## config.mk

```make
export PLATFORM = sky130hd
export DESIGN_NAME = hicore_lsu_nb
export DESIGN_NICKNAME = d
export VERILOG_FILES = /design/src/rtl/hicore_lsu_nb.sv
export SDC_FILE = /design/constraint.sdc
export NUM_CORES = 1
export LEC_CHECK = 0
export ABC_AREA = 0
export BUFFER_PORTS_ARGS = -buffer_cell sky130_fd_sc_hd__buf_2
export CORE_MARGIN = 2
export CORE_UTILIZATION = 30
export DETAILED_ROUTE_END_ITERATION = 16
export PLACE_DENSITY = 0.55
export SLEW_MARGIN = 20
export SYNTH_ARGS = -nofsm -noshare
export SYNTH_HDL_FRONTEND = slang
export SYNTH_SLANG_ARGS = --single-unit
```

## constraint.sdc

```tcl
create_clock -name clk -period 3.5 [get_ports clk]
set_input_delay 0.875 -clock clk [delete_from_list [all_inputs] [get_ports clk]]
set_output_delay 0.875 -clock clk [all_outputs]
set_load 0.01 [all_outputs]
```

## src/rtl/hicore_lsu_nb.sv

```systemverilog
// Non-blocking load/store unit: registered ICB command stage, in-order response tracking FIFO,
// load alignment/extension and a single writeback port. Optional macro: HICORE_LSU_MISALIGN_EN.
module hicore_lsu_nb #(
  parameter int unsigned XLEN = 32,
  parameter int unsigned AW   = 32,
  parameter int unsigned PTRW = 4,
  parameter int unsigned EXCW = 4,
  parameter int unsigned OSTD = 4
) (
  input  logic                     clk,
  input  logic                     rst_n,
  input  logic                     i_valid,
  output logic                     i_ready,
  input  logic                     i_cancel,
  input  logic                     i_read,
  input  logic                     i_unsigned,
  input  logic [1:0]               i_size,
  input  logic [AW-1:0]            i_addr,
  input  logic [XLEN-1:0]          i_wdata,
  input  logic [XLEN/8-1:0]        i_wmask,
  input  logic [PTRW-1:0]          i_ptr,
  input  logic [EXCW-1:0]          i_excp,
  output logic                     cmd_valid,
  input  logic                     cmd_ready,
  output logic                     cmd_read,
  output logic [AW-1:0]            cmd_addr,
  output logic [XLEN-1:0]          cmd_wdata,
  output logic [XLEN/8-1:0]        cmd_wmask,
  input  logic                     rsp_valid,
  output logic                     rsp_ready,
  input  logic                     rsp_err,
  input  logic [XLEN-1:0]          rsp_rdata,
  output logic                     wb_valid,
  output logic [PTRW-1:0]          wb_ptr,
  output logic [XLEN-1:0]          wb_data,
  output logic [EXCW-1:0]          wb_excp,
  input  logic                     flush,
  output logic                     busy,
  output logic [$clog2(OSTD):0]    ostd_cnt
);

  localparam int unsigned MW = XLEN / 8;
  localparam int unsigned BW = $clog2(MW);
  localparam int unsigned LW = $clog2(OSTD);
  localparam int unsigned CW = LW + 1;

  typedef struct packed {
    logic [PTRW-1:0] ptr;
    logic            read;
    logic            uns;
    logic [1:0]      size;
    logic [BW-1:0]   lo;
  } ent_t;

  ent_t            fifo_q [OSTD];
  logic [OSTD-1:0] kill_q;
  logic [CW-1:0]   wp_q, rp_q;
  logic            exc_v_q;
  logic [PTRW-1:0] exc_ptr_q;
  logic [EXCW-1:0] exc_code_q;

  logic            fifo_empty, fifo_full, pop, rsp_wb, exc_drain;
  logic            misal, req_exc, mem_ok, acc_mem, acc_exc;
  logic [EXCW-1:0] exc_code, rsp_excp;
  logic [XLEN-1:0] shifted, ld_data;
  ent_t            head;

  assign fifo_empty = (wp_q == rp_q);
  assign fifo_full  = (wp_q[LW] != rp_q[LW]) && (wp_q[LW-1:0] == rp_q[LW-1:0]);
  assign head       = fifo_q[rp_q[LW-1:0]];
  assign pop        = rsp_valid && !fifo_empty;
  assign rsp_wb     = pop && !kill_q[rp_q[LW-1:0]];
  // A killed response never claims the writeback slot, so the buffer can always drain.
  assign exc_drain  = exc_v_q && !rsp_wb && !flush;

`ifdef HICORE_LSU_MISALIGN_EN
  always_comb begin
    misal = 1'b0;
    case (i_size)
      2'd1:    misal = i_addr[0];
      2'd2:    misal = |i_addr[1:0];
      2'd3:    misal = |i_addr[2:0];
      default: misal = 1'b0;
    endcase
  end
`else
  assign misal = 1'b0;
`endif

  assign req_exc  = (i_excp != '0) || misal;
  assign exc_code = (i_excp != '0) ? i_excp : (i_read ? EXCW'(4) : EXCW'(6));
  assign mem_ok   = (!cmd_valid || cmd_ready) && (!fifo_full || pop);

  always_comb begin
    i_ready = 1'b0;
    if (i_cancel)     i_ready = 1'b1;
    else if (flush)   i_ready = 1'b0;
    else if (req_exc) i_ready = !exc_v_q || exc_drain;
    else              i_ready = mem_ok;
  end

  assign acc_mem = i_valid && i_ready && !i_cancel && !req_exc;
  assign acc_exc = i_valid && i_ready && !i_cancel && req_exc;

  // Load alignment and extension of the head entry's response.
  assign shifted = rsp_rdata >> {head.lo, 3'b000};

  always_comb begin
    ld_data = shifted;
    case (head.size)
      2'd0:    ld_data = head.uns ? XLEN'(shifted[7:0])  : XLEN'($signed(shifted[7:0]));
      2'd1:    ld_data = head.uns ? XLEN'(shifted[15:0]) : XLEN'($signed(shifted[15:0]));
      2'd2:    ld_data = head.uns ? XLEN'(shifted[31:0]) : XLEN'($signed(shifted[31:0]));
      default: ld_data = shifted;
    endcase
  end

  assign rsp_excp = rsp_err ? (head.read ? EXCW'(5) : EXCW'(7)) : '0;

  assign rsp_ready = !fifo_empty;
  assign busy      = !fifo_empty || cmd_valid;
  assign ostd_cnt  = wp_q - rp_q;

  // Tracking payload needs no reset; validity comes from the pointers.
  always_ff @(posedge clk) begin
    if (acc_mem) begin
      fifo_q[wp_q[LW-1:0]] <= '{ptr: i_ptr, read: i_read, uns: i_unsigned,
                                 size: i_size, lo: i_addr[BW-1:0]};
    end
  end

  always_ff @(posedge clk) begin
    if (!rst_n) begin
      cmd_valid  <= 1'b0;
      cmd_read   <= 1'b0;
      cmd_addr   <= '0;
      cmd_wdata  <= '0;
      cmd_wmask  <= '0;
      wp_q       <= '0;
      rp_q       <= '0;
      kill_q     <= '0;
      exc_v_q    <= 1'b0;
      exc_ptr_q  <= '0;
      exc_code_q <= '0;
      wb_valid   <= 1'b0;
      wb_ptr     <= '0;
      wb_data    <= '0;
      wb_excp    <= '0;
    end else begin
      if (acc_mem) begin
        cmd_valid <= 1'b1;
        cmd_read  <= i_read;
        cmd_addr  <= i_addr;
        cmd_wdata <= i_wdata;
        cmd_wmask <= i_wmask;
      end else if (cmd_ready) begin
        cmd_valid <= 1'b0;
      end

      if (acc_mem) wp_q <= wp_q + CW'(1);
      if (pop)     rp_q <= rp_q + CW'(1);

      if (flush)        kill_q <= '1;
      else if (acc_mem) kill_q[wp_q[LW-1:0]] <= 1'b0;

      if (flush) begin
        exc_v_q <= 1'b0;
      end else if (acc_exc) begin
        exc_v_q    <= 1'b1;
        exc_ptr_q  <= i_ptr;
        exc_code_q <= exc_code;
      end else if (exc_drain) begin
        exc_v_q <= 1'b0;
      end

      wb_valid <= !flush && (rsp_wb || exc_v_q);
      if (!flush && rsp_wb) begin
        wb_ptr  <= head.ptr;
        wb_data <= (head.read && !rsp_err) ? ld_data : '0;
        wb_excp <= rsp_excp;
      end else if (!flush && exc_v_q) begin
        wb_ptr  <= exc_ptr_q;
        wb_data <= '0;
        wb_excp <= exc_code_q;
      end
    end
  end

endmodule

```

After elaboration in Yosys (flattened, before gate mapping)
Memories as Yosys holds them, arrays and structs flattened. A register that Yosys moved wholly into a read port is not among the register bits.
Cells that the tools add are included.
{"block": "word_totals", "reg_bits": 130, "mem_bits_rw": 40, "input_bits": 120, "out_inout_bits": 117, "wordCells": 100, "memories": 1}
{"block": "op_classes", "n_addsub": 3, "order_cmp": 3, "eq_ne": 4, "n_shift": 1, "muxes": 31, "n_bitwise": 4, "reduce_logical": 38}
{"memory": "fifo_q", "words": 4, "word_bits": 10, "rd": 1, "rd_clocked_by_memory_dff": 1, "write_ports": 1, "line_no": "55", "text": "ent_t fifo_q [OSTD];"}
{"op": "32-bit 2-to-1 mux", "n": 5}
{"op": "32-bit one-hot mux with 2 select lines", "n": 1}
{"op": "32-bit by 5-bit >> shifter with 32-bit output", "n": 1}
{"op": "4-bit 2-to-1 mux", "n": 7}
{"op": "1-bit logical AND", "n": 15}
{"op": "1-bit 2-to-1 mux", "n": 11}
{"op": "1-bit logical NOT", "n": 10}
{"op": "2-bit 2-to-1 mux", "n": 4}
{"op": "2-bit nonzero test", "n": 4}
{"op": "3-bit by 1-bit adder with 3-bit output, second input constant", "n": 2}
{"op": "2-bit by 3-bit < comparator with 1-bit output, second input constant", "n": 2}
{"op": "1-bit logical OR", "n": 5}
{"op": "4-bit bitwise AND", "n": 1}
{"op": "4-bit NOT", "n": 1}
{"op": "4-bit nonzero test", "n": 1}
{"op": "3-bit equality test", "n": 1}
{"op": "3-bit 2-to-1 mux", "n": 1}
{"op": "3-bit subtractor", "n": 1}
{"op": "1-bit binary-select mux with 2-bit select", "n": 1}
{"op": "1-bit demux with 2-bit select", "n": 1}
{"op": "2-bit by 1-bit equality test with 1-bit output, second input constant", "n": 1}
{"op": "2-bit equality test", "n": 1}
{"op": "2-bit by 1-bit greater-or-equal comparator with 1-bit output, second input constant", "n": 1}
{"op": "2-bit logical NOT", "n": 1}
{"op": "4 further kinds", "n": 5}

Longest topological paths before layout
{"block": "logic_depth", "word_depth": 16, "mapped_depth": 9, "mapped_depth_nobuf": 7}

Worst setup path after synthesis
OpenSTA, ideal clock, no wires.
{"block": "synth_path", "path_kind": "reg-to-output", "from": "register wp_q[0]", "to": "output port i_ready", "arrival_time_ns": 1.859, "required_ns": 2.625, "path_slack_ns": 0.766, "path_stages_with_launch": 8, "path_buffers": 0, "cell_sequence": "dfxtp_1 inv_1 ha_1 and2_1 a211oi_1 nor2_1 or3_1 a21o_1"}
{"block": "synth_via", "elab_chain_len": 11, "elab_cells_between_ends": 16, "cone_classes": "eq/ne: 2; mux: 3; reduce/logical: 11"}
{"element": "start: declaration", "line_no": "57", "text": "logic [CW-1:0] wp_q, rp_q;"}
{"element": "start signal: assignment", "line_no": "160", "text": "if (acc_mem) wp_q <= wp_q + CW'(1);"}
{"element": "3-bit equality test", "line_no": "68", "text": "assign fifo_empty = (wp_q == rp_q);"}
{"element": "1-bit logical NOT", "line_no": "71", "text": "assign pop = rsp_valid && !fifo_empty;"}
{"element": "1-bit logical AND", "line_no": "71"}
{"element": "1-bit logical AND", "line_no": "72", "text": "assign rsp_wb = pop && !kill_q[rp_q[LW-1:0]];"}
{"element": "1-bit logical NOT", "line_no": "74", "text": "assign exc_drain = exc_v_q && !rsp_wb && !flush;"}
{"element": "1-bit logical AND (2 in series)", "line_no": "74"}
{"element": "1-bit logical OR", "line_no": "98", "text": "else if (req_exc) i_ready = !exc_v_q || exc_drain;"}
{"element": "1-bit 2-to-1 mux (*)", "line_no": "98"}
{"element": "1-bit 2-to-1 mux (*)", "line_no": "97", "text": "else if (flush) i_ready = 1'b0;"}
{"element": "1-bit 2-to-1 mux (*)", "line_no": "96", "text": "if (i_cancel) i_ready = 1'b1;"}
{"element": "end: declaration", "line_no": "13", "text": "output logic i_ready,"}
Mark *: on every way between the ends. The rest lies on a longest branch, timed or not.

Worst setup path in the final report
{"block": "layout_path", "from": "register rp_q[0]", "to": "output port i_ready"}
{"block": "layout_via", "elab_chain_len": 11, "elab_cells_between_ends": 19, "cone_classes": "eq/ne: 2; mux: 5; reduce/logical: 12"}
{"element": "start: declaration", "line_no": "57"}
{"element": "start signal: assignment", "line_no": "161", "text": "if (pop) rp_q <= rp_q + CW'(1);"}
{"element": "1-bit binary-select mux with 2-bit select or 3-bit equality test (tied branches)", "line_no": "72, 68"}
{"element": "1-bit 2-to-1 mux (not written as such) or 1-bit logical NOT (tied branches)", "line_no": "72, 71"}
{"element": "1-bit logical NOT or 1-bit logical AND (tied branches)", "line_no": "72, 71"}
{"element": "1-bit logical AND", "line_no": "72"}
{"element": "1-bit logical NOT", "line_no": "74"}
{"element": "1-bit logical AND (2 in series)", "line_no": "74"}
{"element": "1-bit logical OR", "line_no": "98"}
{"element": "1-bit 2-to-1 mux (*)", "line_no": "98"}
{"element": "1-bit 2-to-1 mux (*)", "line_no": "97"}
{"element": "1-bit 2-to-1 mux (*)", "line_no": "96"}
Mark *: on every way between the ends. The rest lies on a longest branch, timed or not. The select of a mux whose other input is x is not followed.

==> flow_metrics.py <==
metrics = {
    "final_layout": {
        "drive_gt1_frac": 0.340,
        "syn2layout_area_growth_pct": 29.8,
        "fillers": 2314,
        "layout.nets": 1049,
    },
    "clocking": {
        "cts_root_buffer": "clkbuf_16",
        "cts_tree": "yes",
        "cts_hold_buf": 0,
        "clk-insertion-delay-late_ns": 0.43,
        "htree_levels": 4,
        "clock-sinks": 172,
        "clkSlewWorstSetupHoldPaths_ns": 0.07,
        "clock_path_buffers": 2,
        "numCtsBuffers": 17,
    },
    "hold_path": {
        "hp-start": "cmd_wdata[12]$_SDFFE_PN0P_",
        "hold_class": "flip-flop to flip-flop",
        "hold_depth": 2,
        "holdPathEnd": "cmd_wdata[12]$_SDFFE_PN0P_",
    },
    "floorplan": {
        "rows": 55,
        "dieHeight_um": 156,
        "design.portCount": 237,
        "die_area_mm2": 0.0244,
        "fp.coreArea_mm2": 0.0227,
        "die-width_um": 156,
        "start_util": 0.306,
    },
    "placed_design": {
        "gp_routability_congestion": 0.749,
        "io_buffers": 236,
        "dp_hpwl_mm": 14.2,
    },
    "timing": {
        "setup_tns_ns": 0,
        "finalMaxSlewViolations": 0,
        "fin_crit_ns": 3.34,
        "setup_viol": 0,
        "skew_ns": 0.0138,
        "max_freq_mhz": 300,
        "finalHoldViolCount": 0,
        "timing.slew.headroom": 0.548,
        "rsz0062_at_grt": "false",
        "holdWs_ns": 0.452,
        "worst_slew_pin_slew_ns": 0.672,
        "period_share": 0.954,
    },
    "worst_setup_path": {
        "reg2reg_depth": 6,
        "path_max_fanout": 4,
        "critPathRequiredTime_ns": 2.62,
        "worstPathArrival_ns": 2.46,
        "cp_cell_sequence": "mux4_2, a211oi_4, nor2_1, or3_1, a21o_1, buf_2",
        "cp_top_family": "multiplexers",
        "worst_r2r_endpoint": "wb_data[28]$_SDFFE_PN0P_",
        "slowest_delay_ns": 0.61,
        "crit_buf_inv": 1,
        "worst_setup_path_start_kind": "flip-flop",
        "r2r_slack_ns": 0.97,
        "crit_type": "flip-flop to output pin",
        "slowest_stage": "mux4_2",
        "endpoint_kind": "output pin",
    },
    "pwr": {
        "max-vdd-ir-drop_uv": 295,
        "leakage_uw": 0.00379,
        "powerDensity_mw_per_mm2": 453,
    },
    "synthesis": {
        "synth_seq_cells": 172,
        "syn_nets": 818,
        "async_flop_share": 0,
        "synth_edf_count": 40,
        "yosys_warnings": 0,
        "postSynthCellCount": 690,
        "synth_area_mm2": 0.00694,
        "seq_area_frac_synth": 0.554,
        "synth_flop_cell": "dfxtp_1",
        "syn_avg_cell_area_um2": 10.1,
        "synth_cell_type_count": 50,
    },
    "run": {
        "drv_cap": 0,
    },
    "route": {
        "drc": 0,
        "dr.pass1.iters": 4,
        "vias_per_cell": 4.72,
        "ant_nets": 0,
        "wl_mm": 19.6,
        "drt_iter0_drc": 312,
        "avgRoutedWirePerCell_um": 16.0,
        "vias": 5762,
    },
    "global_route": {
        "antenna_found_initial": 2,
        "grt-ovfl-total": 0,
        "grt_util_all_layers": 0.158,
        "grt_max_degree": 72,
        "grt_pass1_wl_mm": 30.1,
        "grt_pass1_vias": 5549,
    },
    "outcome": {
        "outcome": "finished, final reports clean",
    },
}
worst min-delay path, cell delays in order (launching register included):
cell	delay (ns)
dfxtp_1	0.31
nand2_1	0.05
a21oi_1	0.05
metrics by stage:
| stage | power (µW) | cell area [µm²] | instances | utilization | setup slack (ns) |
|---|---|---|---|---|---|
| 2_1_floorplan | 2180 | 6940 | 690 | - | 0.766 |
| 3_3_place_gp | 2290 | 8410 | 1186 | 0.370 | 0.297 |
| 3_5_place_dp | 2290 | 8410 | 1186 | 0.370 | 0.284 |
| 4_1_cts | 4140 | 8990 | 1218 | 0.396 | 0.00995 |
| 5_1_grt | 4240 | 9010 | 1221 | 0.397 | 0.0270 |
| 6_report | 4080 | 9010 | 1221 | 0.397 | 0.162 |
kinds of logic (layout without fill, tap and decap cells):
logic type / Yosys count / count (layout) / synth area share
other: 0 / 2 / 0
and+or+nand+nor: 219 / 219 / 0.136
xor gates and xnor gates: 6 / 6 / 0.00757
muxes: 44 / 44 / 0.0854
buffers and inverters: 61 / 305 / 0.0438
DFF: 172 / 172 / 0.554
AOI/OAI and AO/OA: 180 / 180 / 0.158
adders and majority gates: 8 / 8 / 0.0155
state kept, by name, indices dropped and copies added, names as in the netlist, named ones only:
signal / cells
cmd_read: 1
cmd_valid: 1
wb_excp: 4
fifo_q: 40
cmd_wdata: 32
exc_code_q: 4
exc_v_q: 1
exc_ptr_q: 4
cmd_wmask: 4
cmd_addr: 32
wb_data: 32
wb_valid: 1
wp_q: 3
kill_q: 4
wb_ptr: 4
rp_q: 3
layout by cell type (no fill, tap or decap), types with 5 or more instances in the layout:
master | Yosys | routed
buf_2 | 14 | 236
nand2_1 | 157 | 157
dfxtp_1 | 132 | 130
a21oi_1 | 90 | 90
edfxtp_1 | 40 | 40
mux2i_1 | 32 | 32
o21ai_0 | 29 | 29
nor2_1 | 21 | 21
buf_4 | 1 | 20
a22oi_1 | 17 | 17
clkbuf_16 | 0 | 17
inv_1 | 16 | 15
mux4_2 | 11 | 11
a22o_1 | 10 | 10
nand2b_1 | 8 | 8
nor2b_1 | 8 | 8
o22ai_1 | 8 | 8
a211oi_1 | 8 | 7
ha_1 | 7 | 7
and2_1 | 5 | 5
a22o_2 | 5 | 5
report_power, final:
group	internal, µW	switching [µW]
sequential	2040	6.77
combinational	85.8	113
clock	952	881
how the worst max path moves through the flow:
stage / slack [ns] / cells past startpoint / end / start
after floorplan: 0.77 / 7 / i_ready / wp_q[0]$_SDFFE_PN0P_
after global placement: 0.30 / 7 / i_ready / rsp_valid
after detailed placement: 0.28 / 7 / i_ready / rsp_valid
after CTS: 0.01 / 8 / i_ready / wp_q[0]$_SDFFE_PN0P_
after global routing: 0.03 / 6 / i_ready / rp_q[0]$_SDFFE_PN0P_
final: 0.16 / 6 / i_ready / rp_q[0]$_SDFFE_PN0P_
routing by layer:
| metal | GRT usage | share of wire |
|---|---|---|
| met1 | 0.201 | 0.44 |
| met2 | 0.256 | 0.47 |
| met3 | 0.0514 | 0.073 |
| met4 | 0.0433 | 0.013 |
| met5 | 0 | 0 |
synth_stat cells (10+ instances only):
| cell | instances | share of area |
|---|---|---|
| mux2i_1 | 32 | 0.046 |
| nor2_1 | 21 | 0.011 |
| dfxtp_1 | 132 | 0.38 |
| clkbuf_1 | 23 | 0.012 |
| a22oi_1 | 17 | 0.018 |
| edfxtp_1 | 40 | 0.17 |
| mux4_2 | 11 | 0.036 |
| buf_2 | 14 | 0.010 |
| nand2_1 | 157 | 0.085 |
| o21ai_0 | 29 | 0.021 |
| a21oi_1 | 90 | 0.065 |
| inv_1 | 16 | 0.0087 |
| a22o_1 | 10 | 0.013 |
what timing repair did:
item	4_1_cts	5_1_grt
setup endpoints to repair	1	1
setup buffers	0	1
pin swaps	0	1
resized for setup	1	3
final cells by class:
cell class / count / area, µm² / share of cell area
antenna: 2 / 5.00 / 0.000555
inverter: 16 / 60.1 / 0.00666
multi-input combinational: 457 / 2820 / 0.313
clock buffer: 18 / 429 / 0.0476
sequential: 172 / 3850 / 0.427
timing repair buffer: 257 / 1350 / 0.150
tap: 285 / 357 / 0.0396
clock inverter: 14 / 144 / 0.0160
(Power assumes the default switching activity.)
